`src/rtl/cpu_pkg.sv`:
```
`default_nettype none
// ============================================================================
// Module      : cpu_pkg
// Description : Shared definitions for the single-bus CPU control sequencer:
//               opcode codes (which are also the ALU function codes),
//               sequencer state encoding, step constants T0-T7, instruction
//               classes and the strobe bundle produced by the step decode.
// Revision    : 1.0 - initial release
// ============================================================================
package cpu_pkg;

    localparam int STEP_W = 3;
    localparam int OP_W   = 5;

    // Opcodes, IR[31:27]. The same codes drive alu_op.
    localparam logic [OP_W-1:0] OP_LD   = 5'b00000;
    localparam logic [OP_W-1:0] OP_LDI  = 5'b00001;
    localparam logic [OP_W-1:0] OP_ST   = 5'b00010;
    localparam logic [OP_W-1:0] OP_ADD  = 5'b00011;
    localparam logic [OP_W-1:0] OP_SUB  = 5'b00100;
    localparam logic [OP_W-1:0] OP_SHR  = 5'b00101;
    localparam logic [OP_W-1:0] OP_SHRA = 5'b00110;
    localparam logic [OP_W-1:0] OP_SHL  = 5'b00111;
    localparam logic [OP_W-1:0] OP_ROR  = 5'b01000;
    localparam logic [OP_W-1:0] OP_ROL  = 5'b01001;
    localparam logic [OP_W-1:0] OP_AND  = 5'b01010;
    localparam logic [OP_W-1:0] OP_OR   = 5'b01011;
    localparam logic [OP_W-1:0] OP_ADDI = 5'b01100;
    localparam logic [OP_W-1:0] OP_ANDI = 5'b01101;
    localparam logic [OP_W-1:0] OP_ORI  = 5'b01110;
    localparam logic [OP_W-1:0] OP_DIV  = 5'b01111;
    localparam logic [OP_W-1:0] OP_MUL  = 5'b10000;
    localparam logic [OP_W-1:0] OP_NEG  = 5'b10001;
    localparam logic [OP_W-1:0] OP_NOT  = 5'b10010;
    localparam logic [OP_W-1:0] OP_BR   = 5'b10011;
    localparam logic [OP_W-1:0] OP_JR   = 5'b10101;
    localparam logic [OP_W-1:0] OP_IN   = 5'b10110;
    localparam logic [OP_W-1:0] OP_OUT  = 5'b10111;
    localparam logic [OP_W-1:0] OP_MFLO = 5'b11000;
    localparam logic [OP_W-1:0] OP_MFHI = 5'b11001;
    localparam logic [OP_W-1:0] OP_NOP  = 5'b11010;
    localparam logic [OP_W-1:0] OP_HALT = 5'b11011;

    // Step constants
    localparam logic [STEP_W-1:0] T0 = 3'd0;
    localparam logic [STEP_W-1:0] T1 = 3'd1;
    localparam logic [STEP_W-1:0] T2 = 3'd2;
    localparam logic [STEP_W-1:0] T3 = 3'd3;
    localparam logic [STEP_W-1:0] T4 = 3'd4;
    localparam logic [STEP_W-1:0] T5 = 3'd5;
    localparam logic [STEP_W-1:0] T6 = 3'd6;
    localparam logic [STEP_W-1:0] T7 = 3'd7;

    typedef enum logic [1:0] {
        ST_RST   = 2'd0,
        ST_RUN   = 2'd1,
        ST_PAUSE = 2'd2,
        ST_HALT  = 2'd3
    } state_t;

    typedef enum logic [3:0] {
        CLS_ALU_R  = 4'd0,
        CLS_ALU_I  = 4'd1,
        CLS_UNARY  = 4'd2,
        CLS_LD     = 4'd3,
        CLS_LDI    = 4'd4,
        CLS_ST     = 4'd5,
        CLS_MULDIV = 4'd6,
        CLS_BR     = 4'd7,
        CLS_JR     = 4'd8,
        CLS_IO_IN  = 4'd9,
        CLS_IO_OUT = 4'd10,
        CLS_MFX    = 4'd11,
        CLS_NOP    = 4'd12,
        CLS_HALT   = 4'd13
    } instr_class_t;

    // Strobes common to every build. Zhighout and HIin exist only with the
    // multiply/divide option and are handled separately in the top level.
    typedef struct packed {
        logic pc_out;
        logic zlow_out;
        logic mdr_out;
        logic hi_out;
        logic lo_out;
        logic inport_out;
        logic const_out;
        logic ba_out;
        logic r_out;
        logic pc_in;
        logic ir_in;
        logic mar_in;
        logic mdr_in;
        logic y_in;
        logic z_in;
        logic lo_in;
        logic outport_in;
        logic con_in;
        logic r_in;
        logic gra;
        logic grb;
        logic grc;
        logic inc_pc;
        logic read;
        logic write;
    } strobes_t;

endpackage
`default_nettype wire

```
`src/rtl/control_unit_if.sv`:
```
`default_nettype none
// ============================================================================
// Module      : control_unit_if
// Description : Control-unit <-> datapath bundle. IR, CON_FF and Stop flow
//               into the sequencer; every bus-drive, register-load,
//               register-select and memory strobe plus alu_op and Run flow
//               out to the datapath.
//   master : control unit (drives strobes, reads IR/CON_FF/Stop)
//   slave  : datapath side
// Revision    : 1.0 - initial release
// ============================================================================
interface control_unit_if;
    import cpu_pkg::*;

    logic [31:0]     IR;
    logic            CON_FF;
    logic            Stop;

    logic            PCout, Zlowout, Zhighout, MDRout, HIout, LOout;
    logic            InPortout, Cout, BAout, Rout;
    logic            PCin, IRin, MARin, MDRin, Yin, Zin, HIin, LOin;
    logic            OutPortin, CONin, Rin;
    logic            Gra, Grb, Grc;
    logic            IncPC, Read, Write;
    logic [OP_W-1:0] alu_op;
    logic            Run;

    modport master (
        input  IR, CON_FF, Stop,
        output PCout, Zlowout, Zhighout, MDRout, HIout, LOout,
        output InPortout, Cout, BAout, Rout,
        output PCin, IRin, MARin, MDRin, Yin, Zin, HIin, LOin,
        output OutPortin, CONin, Rin,
        output Gra, Grb, Grc,
        output IncPC, Read, Write, alu_op, Run
    );

    modport slave (
        output IR, CON_FF, Stop,
        input  PCout, Zlowout, Zhighout, MDRout, HIout, LOout,
        input  InPortout, Cout, BAout, Rout,
        input  PCin, IRin, MARin, MDRin, Yin, Zin, HIin, LOin,
        input  OutPortin, CONin, Rin,
        input  Gra, Grb, Grc,
        input  IncPC, Read, Write, alu_op, Run
    );

endinterface
`default_nettype wire

```
`src/rtl/ctrl_decode.sv`:
```
`default_nettype none
// ============================================================================
// Module      : ctrl_decode
// Description : Combinational opcode classifier. Maps the 5-bit opcode to an
//               instruction class and the index of its last step.
//   i_op        : opcode (IR[31:27])
//   o_cls       : instruction class
//   o_last_step : last step of the instruction (T2..T7)
// Build option: CTRL_MULDIV_EN - when undefined, mul/div classify as nop.
// Revision    : 1.0 - initial release
// ============================================================================
module ctrl_decode
    import cpu_pkg::*;
(
    input  logic [OP_W-1:0]   i_op,
    output instr_class_t      o_cls,
    output logic [STEP_W-1:0] o_last_step
);

    always_comb begin
        // Undefined opcodes fall through to nop.
        o_cls       = CLS_NOP;
        o_last_step = T2;
        case (i_op)
            OP_ADD, OP_SUB, OP_SHR, OP_SHRA, OP_SHL,
            OP_ROR, OP_ROL, OP_AND, OP_OR: begin
                o_cls       = CLS_ALU_R;
                o_last_step = T5;
            end
            OP_ADDI, OP_ANDI, OP_ORI: begin
                o_cls       = CLS_ALU_I;
                o_last_step = T5;
            end
            OP_NEG, OP_NOT: begin
                o_cls       = CLS_UNARY;
                o_last_step = T4;
            end
            OP_LDI: begin
                o_cls       = CLS_LDI;
                o_last_step = T5;
            end
            OP_LD: begin
                o_cls       = CLS_LD;
                o_last_step = T7;
            end
            OP_ST: begin
                o_cls       = CLS_ST;
                o_last_step = T7;
            end
`ifdef CTRL_MULDIV_EN
            OP_MUL, OP_DIV: begin
                o_cls       = CLS_MULDIV;
                o_last_step = T6;
            end
`endif
            OP_BR: begin
                o_cls       = CLS_BR;
                o_last_step = T6;
            end
            OP_JR: begin
                o_cls       = CLS_JR;
                o_last_step = T3;
            end
            OP_IN: begin
                o_cls       = CLS_IO_IN;
                o_last_step = T3;
            end
            OP_OUT: begin
                o_cls       = CLS_IO_OUT;
                o_last_step = T3;
            end
            OP_MFHI, OP_MFLO: begin
                o_cls       = CLS_MFX;
                o_last_step = T3;
            end
            OP_HALT: begin
                o_cls       = CLS_HALT;
                o_last_step = T2;
            end
            default: begin
                o_cls       = CLS_NOP;
                o_last_step = T2;
            end
        endcase
    end

endmodule
`default_nettype wire

```
`src/rtl/control_unit.sv`:
```
`default_nettype none
// ============================================================================
// Module      : control_unit
// Description : Hardwired control sequencer for the single-bus CPU. Steps the
//               fetch (T0-T2) and per-opcode execute steps (T3-T7) and drives
//               all datapath strobes as a Moore decode of state, step and the
//               IR opcode.
//   clk : system clock, rising edge
//   clr : asynchronous active-low reset
//   bus : control_unit_if.master - IR/CON_FF/Stop in, strobes/alu_op/Run out
// Build option: CTRL_MULDIV_EN - enables mul/div sequences (Zhighout, HIin).
// Revision    : 1.0 - initial release
// ============================================================================
module control_unit
    import cpu_pkg::*;
(
    input  logic           clk,
    input  logic           clr,
    control_unit_if.master bus
);

    state_t              r_state;
    logic [STEP_W-1:0]   r_step;
    logic                r_stop_t2;

    logic [OP_W-1:0]     w_op;
    instr_class_t        w_cls;
    logic [STEP_W-1:0]   w_last;
    logic                w_fold;
    logic                w_fold_idle;
    strobes_t            w_s;
    logic [OP_W-1:0]     w_alu_op;
    logic                w_run;
`ifdef CTRL_MULDIV_EN
    logic                w_zhigh_out;
    logic                w_hi_in;
`endif

    assign w_op = bus.IR[31:27];

    ctrl_decode u_decode (
        .i_op        (w_op),
        .o_cls       (w_cls),
        .o_last_step (w_last)
    );

    // The opcode only becomes visible after IR loads at the end of T2, so
    // nop/halt cannot be recognised while T2 is running. Their "step 3" is
    // instead folded into whatever follows their T2: the next fetch T0, a
    // pause cycle (Stop seen in T2), or the first halted cycle. Externally
    // this makes nop exactly 3 cycles and halt stop after T2.
    assign w_fold      = (r_state == ST_RUN) && (r_step == T3) &&
                         ((w_cls == CLS_NOP) || (w_cls == CLS_HALT));
    assign w_fold_idle = w_fold && ((w_cls == CLS_HALT) || r_stop_t2);

    always_ff @(posedge clk or negedge clr) begin
        if (!clr) begin
            r_state   <= ST_RST;
            r_step    <= T0;
            r_stop_t2 <= 1'b0;
        end else begin
            case (r_state)
                ST_RST: begin
                    r_state <= ST_RUN;
                    r_step  <= T0;
                end
                ST_RUN: begin
                    if (w_fold) begin
                        if (w_cls == CLS_HALT) begin
                            r_state <= ST_HALT;
                            r_step  <= T0;
                        end else if (r_stop_t2) begin
                            // This cycle served as the first pause cycle.
                            r_step  <= T0;
                            r_state <= bus.Stop ? ST_PAUSE : ST_RUN;
                        end else begin
                            // This cycle served as T0 of the next instruction.
                            r_step  <= T1;
                        end
                    end else if (r_step == T2) begin
                        r_stop_t2 <= bus.Stop;
                        r_step    <= T3;
                    end else if (r_step == w_last) begin
                        r_step <= T0;
                        if (bus.Stop) begin
                            r_state <= ST_PAUSE;
                        end
                    end else begin
                        r_step <= r_step + 3'd1;
                    end
                end
                ST_PAUSE: begin
                    if (!bus.Stop) begin
                        r_state <= ST_RUN;
                        r_step  <= T0;
                    end
                end
                default: begin
                    // ST_HALT: left only through clr.
                    r_state <= ST_HALT;
                end
            endcase
        end
    end

    // Strobe decode. Combinational from the registered state/step so that the
    // outputs follow IR from T3 on and drop immediately when clr asserts.
    always_comb begin
        w_s      = '0;
        w_alu_op = OP_ADD;
        w_run    = 1'b0;
`ifdef CTRL_MULDIV_EN
        w_zhigh_out = 1'b0;
        w_hi_in     = 1'b0;
`endif
        if ((r_state == ST_RUN) && !w_fold_idle) begin
            w_run = 1'b1;
            if ((r_step == T0) || w_fold) begin
                w_s.pc_out = 1'b1;
                w_s.mar_in = 1'b1;
                w_s.inc_pc = 1'b1;
                w_s.z_in   = 1'b1;
            end else if (r_step == T1) begin
                w_s.zlow_out = 1'b1;
                w_s.pc_in    = 1'b1;
                w_s.read     = 1'b1;
                w_s.mdr_in   = 1'b1;
            end else if (r_step == T2) begin
                w_s.mdr_out = 1'b1;
                w_s.ir_in   = 1'b1;
            end else begin
                case (w_cls)
                    CLS_ALU_R, CLS_ALU_I: begin
                        case (r_step)
                            T3: begin
                                w_s.grb = 1'b1; w_s.r_out = 1'b1; w_s.y_in = 1'b1;
                            end
                            T4: begin
                                w_s.z_in = 1'b1;
                                w_alu_op = w_op;
                                if (w_cls == CLS_ALU_R) begin
                                    w_s.grc = 1'b1; w_s.r_out = 1'b1;
                                end else begin
                                    w_s.const_out = 1'b1;
                                end
                            end
                            T5: begin
                                w_s.zlow_out = 1'b1; w_s.gra = 1'b1; w_s.r_in = 1'b1;
                            end
                            default: ;
                        endcase
                    end
                    CLS_UNARY: begin
                        case (r_step)
                            T3: begin
                                w_s.grb = 1'b1; w_s.r_out = 1'b1; w_s.z_in = 1'b1;
                                w_alu_op = w_op;
                            end
                            T4: begin
                                w_s.zlow_out = 1'b1; w_s.gra = 1'b1; w_s.r_in = 1'b1;
                            end
                            default: ;
                        endcase
                    end
                    CLS_LDI, CLS_LD, CLS_ST: begin
                        // Shared effective-address computation Rb + C.
                        case (r_step)
                            T3: begin
                                w_s.grb = 1'b1; w_s.ba_out = 1'b1; w_s.y_in = 1'b1;
                            end
                            T4: begin
                                w_s.const_out = 1'b1; w_s.z_in = 1'b1;
                            end
                            T5: begin
                                w_s.zlow_out = 1'b1;
                                if (w_cls == CLS_LDI) begin
                                    w_s.gra = 1'b1; w_s.r_in = 1'b1;
                                end else begin
                                    w_s.mar_in = 1'b1;
                                end
                            end
                            T6: begin
                                w_s.mdr_in = 1'b1;
                                if (w_cls == CLS_LD) begin
                                    w_s.read = 1'b1;
                                end else begin
                                    w_s.gra = 1'b1; w_s.r_out = 1'b1;
                                end
                            end
                            T7: begin
                                if (w_cls == CLS_LD) begin
                                    w_s.mdr_out = 1'b1; w_s.gra = 1'b1; w_s.r_in = 1'b1;
                                end else begin
                                    w_s.write = 1'b1;
                                end
                            end
                            default: ;
                        endcase
                    end
`ifdef CTRL_MULDIV_EN
                    CLS_MULDIV: begin
                        case (r_step)
                            T3: begin
                                w_s.gra = 1'b1; w_s.r_out = 1'b1; w_s.y_in = 1'b1;
                            end
                            T4: begin
                                w_s.grb = 1'b1; w_s.r_out = 1'b1; w_s.z_in = 1'b1;
                                w_alu_op = w_op;
                            end
                            T5: begin
                                w_s.zlow_out = 1'b1; w_s.lo_in = 1'b1;
                            end
                            T6: begin
                                w_zhigh_out = 1'b1; w_hi_in = 1'b1;
                            end
                            default: ;
                        endcase
                    end
`endif
                    CLS_BR: begin
                        case (r_step)
                            T3: begin
                                w_s.gra = 1'b1; w_s.r_out = 1'b1; w_s.con_in = 1'b1;
                            end
                            T4: begin
                                w_s.pc_out = 1'b1; w_s.y_in = 1'b1;
                            end
                            T5: begin
                                w_s.const_out = 1'b1; w_s.z_in = 1'b1;
                            end
                            T6: begin
                                // Branch target is committed only when taken.
                                w_s.zlow_out = bus.CON_FF;
                                w_s.pc_in    = bus.CON_FF;
                            end
                            default: ;
                        endcase
                    end
                    CLS_JR: begin
                        w_s.gra = 1'b1; w_s.r_out = 1'b1; w_s.pc_in = 1'b1;
                    end
                    CLS_IO_IN: begin
                        w_s.inport_out = 1'b1; w_s.gra = 1'b1; w_s.r_in = 1'b1;
                    end
                    CLS_IO_OUT: begin
                        w_s.gra = 1'b1; w_s.r_out = 1'b1; w_s.outport_in = 1'b1;
                    end
                    CLS_MFX: begin
                        w_s.hi_out = (w_op == OP_MFHI);
                        w_s.lo_out = (w_op != OP_MFHI);
                        w_s.gra    = 1'b1;
                        w_s.r_in   = 1'b1;
                    end
                    default: ;
                endcase
            end
        end
    end

    assign bus.PCout     = w_s.pc_out;
    assign bus.Zlowout   = w_s.zlow_out;
    assign bus.MDRout    = w_s.mdr_out;
    assign bus.HIout     = w_s.hi_out;
    assign bus.LOout     = w_s.lo_out;
    assign bus.InPortout = w_s.inport_out;
    assign bus.Cout      = w_s.const_out;
    assign bus.BAout     = w_s.ba_out;
    assign bus.Rout      = w_s.r_out;
    assign bus.PCin      = w_s.pc_in;
    assign bus.IRin      = w_s.ir_in;
    assign bus.MARin     = w_s.mar_in;
    assign bus.MDRin     = w_s.mdr_in;
    assign bus.Yin       = w_s.y_in;
    assign bus.Zin       = w_s.z_in;
    assign bus.LOin      = w_s.lo_in;
    assign bus.OutPortin = w_s.outport_in;
    assign bus.CONin     = w_s.con_in;
    assign bus.Rin       = w_s.r_in;
    assign bus.Gra       = w_s.gra;
    assign bus.Grb       = w_s.grb;
    assign bus.Grc       = w_s.grc;
    assign bus.IncPC     = w_s.inc_pc;
    assign bus.Read      = w_s.read;
    assign bus.Write     = w_s.write;
    assign bus.alu_op    = w_alu_op;
    assign bus.Run       = w_run;
`ifdef CTRL_MULDIV_EN
    assign bus.Zhighout  = w_zhigh_out;
    assign bus.HIin      = w_hi_in;
`else
    assign bus.Zhighout  = 1'b0;
    assign bus.HIin      = 1'b0;
`endif

endmodule
`default_nettype wire

```
`src/flat_wrapper.sv`:
```
// flat-port wrapper written by rule: the top's interface ports become plain ports
module control_unit_flat import cpu_pkg::*;
  (clk, clr, bus_IR, bus_CON_FF, bus_Stop, bus_PCout, bus_Zlowout, bus_Zhighout, bus_MDRout, bus_HIout, bus_LOout, bus_InPortout, bus_Cout, bus_BAout, bus_Rout, bus_PCin, bus_IRin, bus_MARin, bus_MDRin, bus_Yin, bus_Zin, bus_HIin, bus_LOin, bus_OutPortin, bus_CONin, bus_Rin, bus_Gra, bus_Grb, bus_Grc, bus_IncPC, bus_Read, bus_Write, bus_alu_op, bus_Run);
  control_unit_if bus_i ();
  input  logic clk;
  input  logic clr;
  input wire logic [$bits(bus_i.IR)-1:0] bus_IR;
  input wire logic [$bits(bus_i.CON_FF)-1:0] bus_CON_FF;
  input wire logic [$bits(bus_i.Stop)-1:0] bus_Stop;
  output wire logic [$bits(bus_i.PCout)-1:0] bus_PCout;
  output wire logic [$bits(bus_i.Zlowout)-1:0] bus_Zlowout;
  output wire logic [$bits(bus_i.Zhighout)-1:0] bus_Zhighout;
  output wire logic [$bits(bus_i.MDRout)-1:0] bus_MDRout;
  output wire logic [$bits(bus_i.HIout)-1:0] bus_HIout;
  output wire logic [$bits(bus_i.LOout)-1:0] bus_LOout;
  output wire logic [$bits(bus_i.InPortout)-1:0] bus_InPortout;
  output wire logic [$bits(bus_i.Cout)-1:0] bus_Cout;
  output wire logic [$bits(bus_i.BAout)-1:0] bus_BAout;
  output wire logic [$bits(bus_i.Rout)-1:0] bus_Rout;
  output wire logic [$bits(bus_i.PCin)-1:0] bus_PCin;
  output wire logic [$bits(bus_i.IRin)-1:0] bus_IRin;
  output wire logic [$bits(bus_i.MARin)-1:0] bus_MARin;
  output wire logic [$bits(bus_i.MDRin)-1:0] bus_MDRin;
  output wire logic [$bits(bus_i.Yin)-1:0] bus_Yin;
  output wire logic [$bits(bus_i.Zin)-1:0] bus_Zin;
  output wire logic [$bits(bus_i.HIin)-1:0] bus_HIin;
  output wire logic [$bits(bus_i.LOin)-1:0] bus_LOin;
  output wire logic [$bits(bus_i.OutPortin)-1:0] bus_OutPortin;
  output wire logic [$bits(bus_i.CONin)-1:0] bus_CONin;
  output wire logic [$bits(bus_i.Rin)-1:0] bus_Rin;
  output wire logic [$bits(bus_i.Gra)-1:0] bus_Gra;
  output wire logic [$bits(bus_i.Grb)-1:0] bus_Grb;
  output wire logic [$bits(bus_i.Grc)-1:0] bus_Grc;
  output wire logic [$bits(bus_i.IncPC)-1:0] bus_IncPC;
  output wire logic [$bits(bus_i.Read)-1:0] bus_Read;
  output wire logic [$bits(bus_i.Write)-1:0] bus_Write;
  output wire logic [$bits(bus_i.alu_op)-1:0] bus_alu_op;
  output wire logic [$bits(bus_i.Run)-1:0] bus_Run;
  assign bus_i.IR = bus_IR;
  assign bus_i.CON_FF = bus_CON_FF;
  assign bus_i.Stop = bus_Stop;
  assign bus_PCout = bus_i.PCout;
  assign bus_Zlowout = bus_i.Zlowout;
  assign bus_Zhighout = bus_i.Zhighout;
  assign bus_MDRout = bus_i.MDRout;
  assign bus_HIout = bus_i.HIout;
  assign bus_LOout = bus_i.LOout;
  assign bus_InPortout = bus_i.InPortout;
  assign bus_Cout = bus_i.Cout;
  assign bus_BAout = bus_i.BAout;
  assign bus_Rout = bus_i.Rout;
  assign bus_PCin = bus_i.PCin;
  assign bus_IRin = bus_i.IRin;
  assign bus_MARin = bus_i.MARin;
  assign bus_MDRin = bus_i.MDRin;
  assign bus_Yin = bus_i.Yin;
  assign bus_Zin = bus_i.Zin;
  assign bus_HIin = bus_i.HIin;
  assign bus_LOin = bus_i.LOin;
  assign bus_OutPortin = bus_i.OutPortin;
  assign bus_CONin = bus_i.CONin;
  assign bus_Rin = bus_i.Rin;
  assign bus_Gra = bus_i.Gra;
  assign bus_Grb = bus_i.Grb;
  assign bus_Grc = bus_i.Grc;
  assign bus_IncPC = bus_i.IncPC;
  assign bus_Read = bus_i.Read;
  assign bus_Write = bus_i.Write;
  assign bus_alu_op = bus_i.alu_op;
  assign bus_Run = bus_i.Run;
  control_unit u_core (.clk(clk), .clr(clr), .bus(bus_i));
endmodule
```
`config.mk`:
```
export PLATFORM = sky130hd
export DESIGN_NAME = control_unit_flat
export DESIGN_NICKNAME = d
export VERILOG_FILES = /design/src/rtl/cpu_pkg.sv /design/src/rtl/control_unit_if.sv /design/src/rtl/ctrl_decode.sv /design/src/rtl/control_unit.sv /design/src/flat_wrapper.sv
export SDC_FILE = /design/constraint.sdc
export NUM_CORES = 1
export LEC_CHECK = 0
export CAP_MARGIN = 40
export CORE_MARGIN = 2
export CORE_UTILIZATION = 45
export CTS_CLUSTER_SIZE = 25
export DETAILED_ROUTE_END_ITERATION = 10
export GPL_TIMING_DRIVEN = 0
export PLACE_DENSITY_LB_ADDON = 0.2
export SLEW_MARGIN = 30
export SYNTH_ARGS = -nofsm -noshare
export SYNTH_HDL_FRONTEND = slang
export SYNTH_HIERARCHICAL = 1
export SYNTH_SLANG_ARGS = --single-unit
```
`constraint.sdc`:
```
create_clock -name clk -period 5.4 [get_ports clk]
set_input_delay 0.54 -clock clk [delete_from_list [all_inputs] [get_ports clk]]
set_output_delay 0.54 -clock clk [all_outputs]
set_load 0.05 [all_outputs]
```
==> metrics <==
run status complete, no violations; path type of the worst min-delay path flip-flop to flip-flop; buffers inserted by post-CTS timing repair 0; wire length reported by the detailed router 4070 um; footprint of the multi-input gates 0.00119 sq mm; classification of the worst setup path primary input to output pin; number of antenna repair diodes 0; post-detailed-placement half-perimeter wirelength 3190 um; total power consumption of the routed design 0.698 mW; amount of wire on met2 after detailed routing 1970 um; DRC marker count from the first detailed-route iteration 97; Worst-Margin Slew 599 ps; global-route wire length before repair 6840 um; setup_tns 0 ps; areal power density over the cells 360 mW/mm^2; count of input and output buffers 38; TritonCTS clock tree built; total core area 0.00308 sq mm; Wirelength per Cell 13.6 um; Initial Utilization 47.9%; Final setup violation count 0; clock sink count 6; maximum net fanout on the critical path 10; Max-slew headroom 59.9%; via count of the routed design 1680; area after detailed placement 0.00192 sq mm; post-layout instance area 0.00194 sq mm; DR vias/cell 5.62; area growth from synthesis to layout 31.6%; worst IR drop on VDD 0.235 mV; total of max-cap violations 0; clock latency on the worst-skew pair 230 ps; most frequently used flop master after synthesis sky130_fd_sc_hd__dfrtp_1; Post-synth EDFFs 0; vertical die dimension 61.2 um; htree depth 1; final net count 303; number of optimization iterations in the first detailed-route pass 4; Synthesis Warnings 6; number of global-route vias before repair 1470; Final Core Density 63.0%; proportion of register bits with asynchronous set or reset after synthesis 100%; final setup slack of the worst path 561 ps; clock transition at the register clock pins on the worst setup and hold paths after CTS 40 ps; endpoint with the worst hold slack u_core/r_stop_t2$_DFFE_PN0P_; Worst Setup Start Kind primary input; io pins 69; number of remaining DRC errors 0; synthesized netlist cell count 212; CP Launch Point bus_IR[28]; slack of the worst reg-to-reg path 3230 ps; Worst Setup Slack post-DPL 582 ps; number of buffers inserted during clock tree synthesis 3; most common cell after layout, fill and taps aside sky130_fd_sc_hd__clkdlybuf4s50_1; sequential share of the synthesized area 10.2%; RSZ-0062 raised after global routing no; wire length the detailed router placed on met1 1910 um; number of inserted filler cells in the final layout 311; CP required 4860 ps; count of antenna-violating nets left after detailed routing 0; cts-stage hold buffer count 0; endpoint of the most critical register-to-register path u_core/r_state[0]$_DFFE_PN0P_; worst r2r src u_core/r_step[2]$_DFFE_PN0P_; flops & latches, synth 6; final critical-path share of the clock period 89.6%; Clock Root Buffer sky130_fd_sc_hd__clkbuf_4; critical path capture point type output pin; number of different library cells in the post-synthesis netlist 57; Lkg Pwr 0.751 nW; post-synthesis area per instance 6.95 sq um; worst reg2reg path depth 7; placement row count 20; total die area 0.00375 sq mm; hold violation total from the final report 0; arrival time of the worst setup path 4300 ps; all-layer global routing usage 23.4%; Max clock buf depth 2; share of final-layout standard cells stronger than drive strength 1 13.3%; number of cells traversed by the worst hold path 1; maximum number of pins on one net before global-route repair 11; maximum operating frequency 207 MHz; area of the mapped netlist 0.00147 sq mm; remaining global-route overflow 0; uppermost layer routed met4; Hold Startpoint u_core/r_stop_t2$_DFFE_PN0P_; GP Congestion 0.943; number of cells upsized or downsized after cts 0; met3 wire length 178 um; final critical-path required period 4840 ps; commonest cells after routing, fill and taps aside sky130_fd_sc_hd__clkdlybuf4s50_1 (38), sky130_fd_sc_hd__nor2_1 (22), sky130_fd_sc_hd__a21oi_1 (16); post-route clock skew 1.64 ps; Max Transition Viols Final 0; number of antenna violations at the first check in global routing 0; register cell area after layout 150 sq um; Die W 61.2 um
-- registers in the layout, summed over array words and instances, names as in the netlist --
name	count
u_core/r_step	3
u_core/r_stop_t2	1
u_core/r_state	2
-- metal layers --
layer  track usage, %  up-vias
li1                 -      864
met1             33.4      762
met2             38.0       52
met3             1.89        2
met4             6.21        0
met5                0        -
-- synth_stat cells, drive strengths merged, types with 2 or more instances --
| cell | instances | share of area, % |
|---|---|---|
| o211ai | 2 | 1.4 |
| nor2 | 22 | 5.6 |
| xnor2 | 2 | 1.2 |
| nand4b | 2 | 2.2 |
| o22ai | 3 | 1.3 |
| a21o | 2 | 1.0 |
| buf | 17 | 6.5 |
| a21oi | 16 | 5.4 |
| nor3b | 2 | 1.0 |
| nor3 | 14 | 5.4 |
| nand2 | 15 | 4.0 |
| nor4 | 9 | 5.5 |
| o31ai | 2 | 1.0 |
| or3 | 5 | 2.1 |
| inv | 11 | 2.8 |
| mux2 | 2 | 1.5 |
| clkbuf | 2 | 0.51 |
| and3 | 2 | 0.85 |
| a41oi | 2 | 1.2 |
| o21ai | 14 | 5.5 |
| o21a | 3 | 1.5 |
| nand2b | 9 | 3.8 |
| nand3 | 8 | 2.7 |
| a31oi | 3 | 1.3 |
| ha | 10 | 8.5 |
| nor2b | 4 | 1.7 |
| a2111oi | 3 | 2.2 |
| xor2 | 4 | 2.4 |
| dfrtp | 6 | 10 |
-- per-stage QoR --
step	instances	hold slack [ps]
after global placement	296	472
after detailed placement	296	514
after global routing	299	530
after floorplan	214	244
final	299	512
after CTS	299	523
-- power by group --
part / switching (mW) / leakage, nW / internal (mW) / total (mW)
sequential: 0.0278 / 0.0726 / 0.0671 / 0.0950
clock: 0.0134 / 0.0138 / 0.0249 / 0.0384
combinational: 0.372 / 0.665 / 0.193 / 0.565
-- cell type report --
| type | instances | area share [%] |
|---|---|---|
| Buffer | 19 | 5.35 |
| Clock buffer | 3 | 1.16 |
| Inverter | 11 | 2.13 |
| Multi-Input combinational cell | 178 | 61.2 |
| Sequential cell | 6 | 7.74 |
| Tap cell | 44 | 2.84 |
| Timing Repair Buffer | 38 | 19.6 |
-- critical path: stages --
cell and delay, ps:
sky130_fd_sc_hd__clkdlybuf4s50_1 680, sky130_fd_sc_hd__inv_1 80, sky130_fd_sc_hd__ha_1 270, sky130_fd_sc_hd__nand2b_1 190, sky130_fd_sc_hd__a21o_1 180, sky130_fd_sc_hd__a221o_1 370
sky130_fd_sc_hd__buf_2 200, sky130_fd_sc_hd__buf_2 210, sky130_fd_sc_hd__nor4_2 360, sky130_fd_sc_hd__nor3_1 130, sky130_fd_sc_hd__a221oi_2 250, sky130_fd_sc_hd__clkdlybuf4s50_1 830
-- cell families (layout without fill, tap and decap cells) --
logic type,count (synthesis),after routing,share of synthesized area [%]
adder cells (fa/ha/maj),10,10,8.49
other,1,3,0.254
multiplexers,2,2,1.53
XOR/XNOR,6,6,3.57
flip-flops,6,6,10.2
AO/OA/AOI/OAI,61,61,28.9
AND/OR/NAND/NOR,96,96,37.2
buffers and inverters,30,71,9.85
-- worst max path at each step --
stage,to,slack [ps],cells past startpoint
2_1_floorplan,bus_Grb,500,8
4_1_cts,bus_Gra,570,12
6_report,bus_Gra,560,12
5_1_grt,bus_Gra,340,12
3_5_place_dp,bus_Gra,580,12
3_3_place_gp,bus_Gra,570,12
Note: power is estimated with default switching activity, not from simulation.
